**src/rtl/divider_datapath_if.sv**
```systemverilog
// Strobe/status bundle between the divider control block (master) and the
// restoring-division datapath (slave).
interface divider_datapath_if #(
   parameter int N = 8
);
   // Strobes are single-cycle, level-sampled on the rising clock edge.
   // There is no back-pressure. Status flags are combinational from datapath registers.
   logic [N-1:0] Dividend;
   logic [N-1:0] Divisor;
   logic         Load;
   logic         LoadAcc;
   logic         ShiftIn;
   logic         LoadResult;
   logic         nBorrow;
   logic         nZ;
   logic [N-1:0] Quotient;
   logic [N-1:0] Remainder;
   logic         ResultValid;

   modport master (
      output Dividend, Divisor, Load, LoadAcc, ShiftIn, LoadResult,
      input  nBorrow, nZ, Quotient, Remainder, ResultValid
   );

   modport slave (
      input  Dividend, Divisor, Load, LoadAcc, ShiftIn, LoadResult,
      output nBorrow, nZ, Quotient, Remainder, ResultValid
   );
endinterface

```
**src/rtl/divider_datapath.sv**
```systemverilog
// Restoring-division datapath: divisor, partial remainder, quotient shifter and result registers.
// Optional scan chain through all registers when DIVIDER_DATAPATH_SCAN_EN is defined.
module divider_datapath #(
   parameter int N = 8
) (
   input  logic              Clock,
   input  logic              nReset,
   divider_datapath_if.slave dp
`ifdef DIVIDER_DATAPATH_SCAN_EN
   ,
   input  logic              Test,
   input  logic              SDI,
   output logic              SDO
`endif
);

   logic [N-1:0] r_b;
   logic [N-1:0] r_r;
   logic [N-1:0] r_q;
   logic [N-1:0] r_quo;
   logic [N-1:0] r_rem;
   logic         r_valid;

   logic [N:0]   w_s;
   logic         w_nborrow;
   logic [N-1:0] w_diff;
   logic [N-1:0] w_r_next;

   // Trial subtraction: the low N bits of S-B are all R ever keeps; the
   // borrow out is equivalent to the unsigned compare S < B.
   assign w_s       = {r_r, r_q[N-1]};
   assign w_nborrow = (w_s >= {1'b0, r_b});
   assign w_diff    = w_s[N-1:0] - r_b;
   assign w_r_next  = w_nborrow ? w_diff : w_s[N-1:0];

   assign dp.nBorrow     = w_nborrow;
   assign dp.nZ          = |r_b;
   assign dp.Quotient    = r_quo;
   assign dp.Remainder   = r_rem;
   assign dp.ResultValid = r_valid;

`ifdef DIVIDER_DATAPATH_SCAN_EN
   logic [5*N:0] w_chain;
   assign w_chain = {r_b, r_r, r_q, r_quo, r_rem, r_valid};
   assign SDO     = r_valid;
`endif

   always_ff @(posedge Clock) begin
      if (!nReset) begin
         r_b     <= '0;
         r_r     <= '0;
         r_q     <= '0;
         r_quo   <= '0;
         r_rem   <= '0;
         r_valid <= 1'b0;
      end
`ifdef DIVIDER_DATAPATH_SCAN_EN
      else if (Test) begin
         {r_b, r_r, r_q, r_quo, r_rem, r_valid} <= {SDI, w_chain[5*N:1]};
      end
`endif
      else if (dp.Load) begin
         r_b     <= dp.Divisor;
         r_q     <= dp.Dividend;
         r_r     <= '0;
         r_valid <= 1'b0;
      end else begin
         // Result capture sees pre-step Q/R when a step happens in the same cycle.
         if (dp.LoadResult) begin
            r_quo   <= r_q;
            r_rem   <= r_r;
            r_valid <= 1'b1;
         end
         if (dp.LoadAcc) begin
            r_r <= w_r_next;
            r_q <= {r_q[N-2:0], dp.ShiftIn};
         end
      end
   end

endmodule

```
**src/flat_wrapper.sv**
```systemverilog
// flat-port wrapper written by rule: the top's interface ports become plain ports
module divider_datapath_flat 
#(
   parameter int N = 8
)
  (Clock, nReset, dp_Dividend, dp_Divisor, dp_Load, dp_LoadAcc, dp_ShiftIn, dp_LoadResult, dp_nBorrow, dp_nZ, dp_Quotient, dp_Remainder, dp_ResultValid);
  divider_datapath_if #(.N(N)) dp_i ();
  input  logic Clock;
  input  logic nReset;
  input wire logic [$bits(dp_i.Dividend)-1:0] dp_Dividend;
  input wire logic [$bits(dp_i.Divisor)-1:0] dp_Divisor;
  input wire logic [$bits(dp_i.Load)-1:0] dp_Load;
  input wire logic [$bits(dp_i.LoadAcc)-1:0] dp_LoadAcc;
  input wire logic [$bits(dp_i.ShiftIn)-1:0] dp_ShiftIn;
  input wire logic [$bits(dp_i.LoadResult)-1:0] dp_LoadResult;
  output wire logic [$bits(dp_i.nBorrow)-1:0] dp_nBorrow;
  output wire logic [$bits(dp_i.nZ)-1:0] dp_nZ;
  output wire logic [$bits(dp_i.Quotient)-1:0] dp_Quotient;
  output wire logic [$bits(dp_i.Remainder)-1:0] dp_Remainder;
  output wire logic [$bits(dp_i.ResultValid)-1:0] dp_ResultValid;
  assign dp_i.Dividend = dp_Dividend;
  assign dp_i.Divisor = dp_Divisor;
  assign dp_i.Load = dp_Load;
  assign dp_i.LoadAcc = dp_LoadAcc;
  assign dp_i.ShiftIn = dp_ShiftIn;
  assign dp_i.LoadResult = dp_LoadResult;
  assign dp_nBorrow = dp_i.nBorrow;
  assign dp_nZ = dp_i.nZ;
  assign dp_Quotient = dp_i.Quotient;
  assign dp_Remainder = dp_i.Remainder;
  assign dp_ResultValid = dp_i.ResultValid;
  divider_datapath #(.N(N)) u_core (.Clock(Clock), .nReset(nReset), .dp(dp_i));
endmodule
```
**config.mk**
```make
export PLATFORM = sky130hd
export DESIGN_NAME = divider_datapath_flat
export DESIGN_NICKNAME = d
export VERILOG_FILES = /design/src/rtl/divider_datapath_if.sv /design/src/rtl/divider_datapath.sv /design/src/flat_wrapper.sv
export SDC_FILE = /design/constraint.sdc
export NUM_CORES = 1
export LEC_CHECK = 0
export ABC_CLOCK_PERIOD_IN_PS = 1950
export CAP_MARGIN = 10
export CORE_UTILIZATION = 40
export CTS_CLUSTER_DIAMETER = 50
export CTS_CLUSTER_SIZE = 8
export DETAILED_ROUTE_END_ITERATION = 16
export PLACE_DENSITY = 0.78
export SYNTH_ARGS = -nofsm -noshare
export SYNTH_HDL_FRONTEND = slang
export SYNTH_SLANG_ARGS = --single-unit
export TNS_END_PERCENT = 1
```
**constraint.sdc**
```tcl
create_clock -name Clock -period 1.95 [get_ports Clock]
set_input_delay 0.39 -clock Clock [delete_from_list [all_inputs] [get_ports Clock]]
set_output_delay 0.39 -clock Clock [all_outputs]
set_load 0.01 [all_outputs]
```
Yosys cells after proc, flatten, opt, wreduce, memory -nomap -nowiden. Index checks and enable logic that the tools add are counted.

Add/subtract/negate cells: 1. Magnitude comparators: 1. Bitwise operators: 2. Reductions and logical operators: 4. Multiplexer cells: 3.

Operators with widths (number): $mux 8 (3); $ge 9x8->1 (1); $reduce_or 8->1 (1); $sub 8x8->8 (1); $not 1->1 (2); $reduce_and 2->1 (1); $reduce_bool 2->1 (1); $reduce_or 2->1 (1).

Input port bits: 22. Register bits after elaboration: 41. Word-level logic and storage cells: 17.

Logic depth before layout (Yosys ltp). Gate-level depths: netlist (run 1).

Depth in word-level cells: 2. Gate-level depth with buffers: 9.

Worst setup path after synthesis (run 1). No wires, ideal clock.

Path type: reg-to-reg. From: reg u_core.r_b[2]. To: reg u_core.r_r[1]. Buffers on the path: 0. Library setup time: 0.069 ns. Stages on the path, launching flop included: 9. Data arrival time: 1.841 ns. Path slack: 0.040 ns. Clock period less this slack: 1.910 ns. Cells stage by stage: dfxtp_1 inv_1 ha_1 a21o_1 a31oi_1 or3_4 nand3_4 mux2_2 o21ai_1.

Longest elaborated chain between the ends: 2.

Ends and longest elaborated chain: from (decl) (RTL line divider_datapath.sv:17) `logic [N-1:0] r_b;`; from (signal assigned) (RTL line divider_datapath.sv:63) `r_b <= dp.Divisor;`; $ge 9x8->1 (RTL line divider_datapath.sv:32) `assign w_nborrow = (w_s >= {1'b0, r_b});`; via dp_nBorrow (RTL line flat_wrapper.sv:16) `output wire logic [$bits(dp_i.nBorrow)-1:0] dp_nBorrow;`; $mux 8 (RTL line divider_datapath.sv:34) `assign w_r_next = w_nborrow ? w_diff : w_s[N-1:0];`; to (signal assigned) (RTL line divider_datapath.sv:75) `r_r <= w_r_next;`; to (decl) (RTL line divider_datapath.sv:18) `logic [N-1:0] r_r;`.

The timed path passes the listed nets, and every way through them passes these cells. A chain may end at the register's enable or synchronous reset.

Worst setup path in the final report (run 1).
From: reg u_core.r_r[1]. To: out dp_nBorrow.

Longest elaborated chain between the ends: 1.

Ends and longest elaborated chain (RTL line): $ge 9x8->1 (divider_datapath.sv:32); to (decl) (flat_wrapper.sv:16).

No other way between the ends.

==> results of run 1 <==
## critical path, stage by stage, from the launching register on
cell	delay (ps)
sky130_fd_sc_hd__dfxtp_1	430
sky130_fd_sc_hd__ha_4	250
sky130_fd_sc_hd__a21o_1	150
sky130_fd_sc_hd__a31oi_1	190
sky130_fd_sc_hd__or3_4	180
sky130_fd_sc_hd__nand3_4	70
sky130_fd_sc_hd__buf_6	130
## placed cells by master, fill, tap and decap left out, types with 2 or more instances in the layout
cell type and n:
sky130_fd_sc_hd__buf_6 2, sky130_fd_sc_hd__inv_1 10, sky130_fd_sc_hd__nand2b_1 4, sky130_fd_sc_hd__o21ai_0 18, sky130_fd_sc_hd__clkdlybuf4s50_1 38, sky130_fd_sc_hd__buf_12 2
sky130_fd_sc_hd__and2_1 8, sky130_fd_sc_hd__a31oi_1 4, sky130_fd_sc_hd__mux2i_1 19, sky130_fd_sc_hd__nor2b_1 10, sky130_fd_sc_hd__a21boi_0 16, sky130_fd_sc_hd__dfxtp_2 3
sky130_fd_sc_hd__o21a_1 3, sky130_fd_sc_hd__nand3_1 4, sky130_fd_sc_hd__nand4_1 2, sky130_fd_sc_hd__buf_4 36, sky130_fd_sc_hd__nor2_1 6, sky130_fd_sc_hd__o21ai_1 2
sky130_fd_sc_hd__ha_4 2, sky130_fd_sc_hd__ha_1 6, sky130_fd_sc_hd__dfxtp_1 38, sky130_fd_sc_hd__xnor2_1 2, sky130_fd_sc_hd__a21oi_1 6, sky130_fd_sc_hd__nand2_1 46
sky130_fd_sc_hd__o31a_1 2, sky130_fd_sc_hd__clkbuf_8 6
## power groups by stage
stage	Sequential, mW	Combinational [mW]	Clock, mW
2_1_floorplan	0.917	0.283	0
3_3_place_gp	0.914	0.501	0
3_5_place_dp	0.915	0.509	0
4_1_cts	0.897	0.521	0.705
5_1_grt	0.902	0.585	0.749
6_report	0.899	0.539	0.698
## flip-flops by register name, summed over array words and instances (netlist names)
| name | count |
|---|---|
| u_core.r_b | 8 |
| u_core.dp.Remainder | 8 |
| u_core.dp.Quotient | 8 |
| u_core.r_r | 8 |
| u_core.r_q | 8 |
| u_core.dp.ResultValid | 1 |
## path summary, 6_finish.rpt
check                                      startpoint                    end  slack [ps]
worst max-delay path                    u_core.r_r[1]             dp_nBorrow        -110
worst min-delay path            u_core.dp.Quotient[6]  u_core.dp.Quotient[6]         460
worst max register to register          u_core.r_r[1]          u_core.r_r[6]         -80
worst min register to register  u_core.dp.Quotient[6]  u_core.dp.Quotient[6]         460
## kinds of logic (layout without fill, tap and decap cells)
logic type                 after synthesis  count (layout)  share of synthesized area
AOI/OAI and AO/OA                       57              57                     0.1747
DFF                                     41              41                     0.3978
muxes                                   21              21                     0.1031
and+or+nand+nor                         90              90                     0.2147
xor gates and xnor gates                 2               2                   0.008492
buffers and inverters                   23              97                    0.04306
adders and majority gates                9               9                    0.05822
## cell type report
type / instances / area [µm²] / share of cell area
multi-input combinational: 179 / 1199 / 0.4018
timing repair buffer: 79 / 721.9 / 0.2420
sequential: 41 / 824.5 / 0.2764
clock inverter: 1 / 30.03 / 0.01007
tap: 67 / 83.83 / 0.02810
clock buffer: 7 / 86.33 / 0.02894
inverter: 10 / 37.54 / 0.01258
## repair_timing
item / in CTS / in global routing
pin swaps: 3 / 0
resized for setup: 12 / 6
endpoints found under the setup margin: 7 / 8
hold endpoints to repair: 0 / 0
## per-layer routing
layer	wire length [µm]	share of wire	vias to the layer above
li1	-	-	972
met1	2348	0.46	884
met2	2546	0.50	48
met3	154	0.030	4
met4	63	0.012	0
met5	0	0	-
==> flow_summary.yaml, run 1 <==
detailed_routing:
  antenna_violating_nets_post_route: 0
  via_count: 1908
  routedWlPerCell_um: 13.31
  drc: 0
  drt_pre_antenna_iters: 4
  drt_iter0_drc: 97
  post_detailed_route_via_to_cell_ratio: 4.969
  drt_wl_total_um: 5112
place:
  placement.cell_area_mm2: 0.002814
  placed_cells: 376
  port_buffers: 40
  placement.setup.worst_slack_ps: -310.0
  finalWeightedCongestion: 0.9202
  hpwlAfterDp_um: 3724
synth:
  yosysWarningCount: 0
  synth_area_per_cell_um2: 8.491
  synth.cell_area_mm2: 0.002063
  synth.yosys.seq_area_share: 0.3978
  ys_seq_elements: 41
  synth_edf_count: 0
  yosys.cell_count.top_type: "sky130_fd_sc_hd__nand2_1"
  number_of_cells_produced_by_synthesis: 243
  ys_types: 37
  synth_area_leaders: "sky130_fd_sc_hd__dfxtp_1 (40%), sky130_fd_sc_hd__mux2i_1 (9.2%), sky130_fd_sc_hd__nand2_1 (8.4%)"
  leading_cell_types_by_count_after_synthesis: "sky130_fd_sc_hd__nand2_1 (46), sky130_fd_sc_hd__dfxtp_1 (41), sky130_fd_sc_hd__mux2i_1 (19), sky130_fd_sc_hd__o21ai_0 (19), sky130_fd_sc_hd__a21boi_0 (16)"
  async_s_r_ff_share_synth: 0
  synthDominantCellAreaShare: 0.3978
  synth-main-ff-cell: "sky130_fd_sc_hd__dfxtp_1"
  synth_top_cell_by_area: "sky130_fd_sc_hd__dfxtp_1"
  synthesis.nets: 274
power_and_ir_drop:
  report.power.total_mw: 2.136
  power.share.clock: 0.327
  total_leakage_power_nw: 1.216
  ir_drop_uv: 415.3
  internal-power_mw: 1.580
  power.share.sequential: 0.421
  combinationalPowerShare: 0.253
  net-switching-power_mw: 0.5558
  powerDensity_mw_per_mm2: 716.0
  sw_frac_of_total: 0.2602
finish:
  n_fill_cell: 424
  drive_above_1_share: 0.1956
  num_antenna_cells: 0
  area_growth_syn_to_layout_pct: 44.57
  layout.core_utilization: 0.6152
  num-nets-final: 347
  postLayoutCellArea_mm2: 0.002983
  instances_no_fill: 384
run_status:
  failed_checks: "setup timing"
  run_status: "finished, violations left"
worst_setup_path:
  worst_ep_arrival_time_ps: 1670
  reg2reg_depth: 8
  startpoint_type: "flip-flop"
  worstPathRequired_ps: 1560
  worstSetupPathType: "reg2out"
  path_max_fanout: 3
  crit_path_end_kind: "output port"
clock_tree:
  clkSinkCount: 41
  hold_buffers: 0
  htree_levels: 2
  clk_pin_slew_ps: 80
  cts_tree: "done"
  worst_skew_pair.late_latency_ps: 280
  post-cts-setup-buffers: 0
  root_buffer: "sky130_fd_sc_hd__clkbuf_8"
  cts-buffers-inserted: 5
  ctsLongestPathBuffers: 2
hold_path:
  worst_hold_path_type: "reg2reg"
  holdPathStages: 2
floorplanning:
  fp.dieW_um: 73.82
  dieHeight_um: 73.82
  floorplan.initialDensity: 0.4255
  die_ar_mm2: 0.005449
  pin_count: 41
  rows: 25
  core_region_area_mm2: 0.004848
timing:
  fmax_ghz: 0.4848
  post-route-min-period_ps: 2063
  finalHoldViolCount: 0
  post-route-worst-setup-slack_ps: -112.7
  drv_slew: 0
  fin_skew_ps: 6.608
  finalSetupTns_ps: -251.5
  timing.slew.headroom: 0.7737
  period_share: 1.058
  setup-violations-final: 4
  max_slew.worst_pin.slew_ps: 338.2
  setup_repair_after_global_routing_missed_its_margin: "true"
  smallest_hold_slack_ps: 460.8
global_route:
  antenna_violations_before_repair: 0
  grt_util_all_layers: 0.1977
  met3_usage: 0.04252
  grt_busiest_layer: "met2"
  grt.met1_usage: 0.2595
  grt_overflow_total: 0
  grt_start_max_net_pins: 33
  number_of_global_route_vias_before_repair: 1766
  grt_pass1_wl_um: 8190
  grtUsageMet2: 0.3242
flow_run:
  timing.max_cap.violations: 0
No activity file was read; power rests on OpenSTA's default activity.
==> run 2, diff against run 1 <==
- MAX_ROUTING_LAYER: default -> met4
==> run 2 against run 1 <==
The run still ends with setup timing left. Via count down 0.26%. Sequential power about the same. Final cell count rose by 0.26%. Clock skew fell by 2.4 ps. Sequential cell count is the same. Non-clock buffer count rose by 1. Utilization rose by 0.93 points. Clock-buffer cell count unchanged. Power increased by 0.80%. Combinational power grew 0.9%.
==> flow_summary.yaml, run 2 (synthesis gave the netlist of run 1 again) <==
timing:
  finalHoldViolCount: 0
  setup_repair_after_global_routing_missed_its_margin: "true"
  setup-violations-final: 4
  timing.slew.headroom: 0.7529
  fmax_ghz: 0.4836
  drv_slew: 0
  max_slew.worst_pin.slew_ps: 369.2
  post-route-worst-setup-slack_ps: -117.7
  post-route-min-period_ps: 2068
  smallest_hold_slack_ps: 461.4
  period_share: 1.060
  fin_skew_ps: 4.218
finish:
  drive_above_1_share: 0.2233
  num_antenna_cells: 0
  num-nets-final: 348
  n_fill_cell: 409
  instances_no_fill: 385
  area_growth_syn_to_layout_pct: 46.76
  most_common_library_cell_in_the_layout_ignoring_fill_and_taps: "sky130_fd_sc_hd__nand2_1"
  layout_common_cells: "sky130_fd_sc_hd__nand2_1 (46), sky130_fd_sc_hd__clkdlybuf4s50_1 (38), sky130_fd_sc_hd__buf_4 (38)"
  layout.core_utilization: 0.6245
  postLayoutCellArea_mm2: 0.003028
run_status:
  failed_checks: "setup timing"
  run_status: "finished, violations left"
power_and_ir_drop:
  powerDensity_mw_per_mm2: 711.0
  total_leakage_power_nw: 1.224
  report.power.total_mw: 2.153
  ir_drop_uv: 309.3
clock_tree:
  root_buffer: "sky130_fd_sc_hd__clkbuf_8"
  ctsLongestPathBuffers: 2
  clk_pin_slew_ps: 80
  cts_tree: "done"
  worst_skew_pair.late_latency_ps: 290
  htree_levels: 2
  cts-buffers-inserted: 5
  clkSinkCount: 41
place:
  placement.cell_area_mm2: 0.002801
  finalWeightedCongestion: 0.9438
  placed_cells: 376
  port_buffers: 40
  hpwlAfterDp_um: 3596
floorplanning:
  die_ar_mm2: 0.005449
  fp.dieW_um: 73.82
  dieHeight_um: 73.82
  rows: 25
  pin_count: 41
  core_region_area_mm2: 0.004848
  floorplan.initialDensity: 0.4255
global_route:
  number_of_global_route_vias_before_repair: 1737
  grt_start_max_net_pins: 33
  grt_overflow_total: 0
  grt_util_all_layers: 0.1989
  antenna_violations_before_repair: 0
  grt_pass1_wl_um: 8017
detailed_routing:
  drt_wl_total_um: 4931
  drc: 0
  post_detailed_route_via_to_cell_ratio: 4.943
  drt_pre_antenna_iters: 4
  via_count: 1903
  antenna_violating_nets_post_route: 0
  routedWlPerCell_um: 12.81
  drt_iter0_drc: 116
hold_path:
  worst_hold_path_type: "reg2reg"
worst_setup_path:
  crit_path_end_kind: "output port"
  worstSetupPathType: "reg2out"
  worst_ep_arrival_time_ps: 1680
  worstPathRequired_ps: 1560
  path_max_fanout: 2
  startpoint_type: "flip-flop"
flow_run:
  timing.max_cap.violations: 0
## run 2: changes by cell type in the layout (fill, tap and decap cells not counted), moves of 2 or more
cell / before / now
sky130_fd_sc_hd__inv_1: 10 / 8
sky130_fd_sc_hd__dfxtp_1: 38 / 36
sky130_fd_sc_hd__inv_2: 0 / 2
sky130_fd_sc_hd__buf_4: 36 / 38
sky130_fd_sc_hd__ha_1: 6 / 3
sky130_fd_sc_hd__ha_4: 2 / 5
sky130_fd_sc_hd__dfxtp_2: 3 / 5
## run 2: final cells by class
cell class              instances  area (µm²)  share of cell area
clock buffers                   7       86.33             0.02851
clock inverters                 1       30.03            0.009917
inverters                      10       37.54             0.01240
multi-input cells             179        1246              0.4116
flip-flops and latches         41       827.0              0.2731
well taps                      67       83.83             0.02769
repair buffers                 80       716.9              0.2368
## run 2: final timing paths
check	startpoint	to	slack, ps	cells past startpoint
min	u_core.dp.Quotient[5]	u_core.dp.Quotient[5]	460	2
min reg2reg	u_core.dp.Quotient[5]	u_core.dp.Quotient[5]	460	2
max	u_core.r_q[7]	dp_nBorrow	-120	7
max reg2reg	u_core.r_q[7]	u_core.r_r[0]	-40	9
## run 2: stage by stage
| stage | setup TNS (ps) | setup slack (ps) |
|---|---|---|
| after global placement | -501.1 | -282.9 |
| final | -201.6 | -117.7 |
| after CTS | -239.0 | -99.39 |
| after global routing | -572.2 | -189.0 |
| after detailed placement | -613.6 | -307.2 |
| after floorplan | 0 | 40.08 |
## run 2: what timing repair did
action                     in CTS  in global routing
hold buffers                    0                  0
resized for setup              16                  9
pin swaps                       3                  1
setup endpoints to repair       6                  7
buffers inserted                0                  1
## run 2: power by group
| part | total, mW | switching (mW) | internal [mW] |
|---|---|---|---|
| registers | 0.901 | 0.0273 | 0.874 |
| clock network | 0.708 | 0.290 | 0.417 |
| logic | 0.544 | 0.247 | 0.297 |
## run 2: critical path: stages, from the launching register on
cell                       delay (ps)
sky130_fd_sc_hd__dfxtp_2          340
sky130_fd_sc_hd__inv_2             50
sky130_fd_sc_hd__ha_4             260
sky130_fd_sc_hd__nand2b_4         120
sky130_fd_sc_hd__a31oi_2           90
sky130_fd_sc_hd__or3_4            360
sky130_fd_sc_hd__nand3_4           80
sky130_fd_sc_hd__buf_6            100
## run 2: routing by layer
metal  GRT usage  part of all wire  vias up
met2      0.3007              0.46       49
met1      0.2487              0.47      863
met4     0.08547             0.023        0
met5           -                 0        -
li1            -                 -      979
met3     0.05350             0.047       12
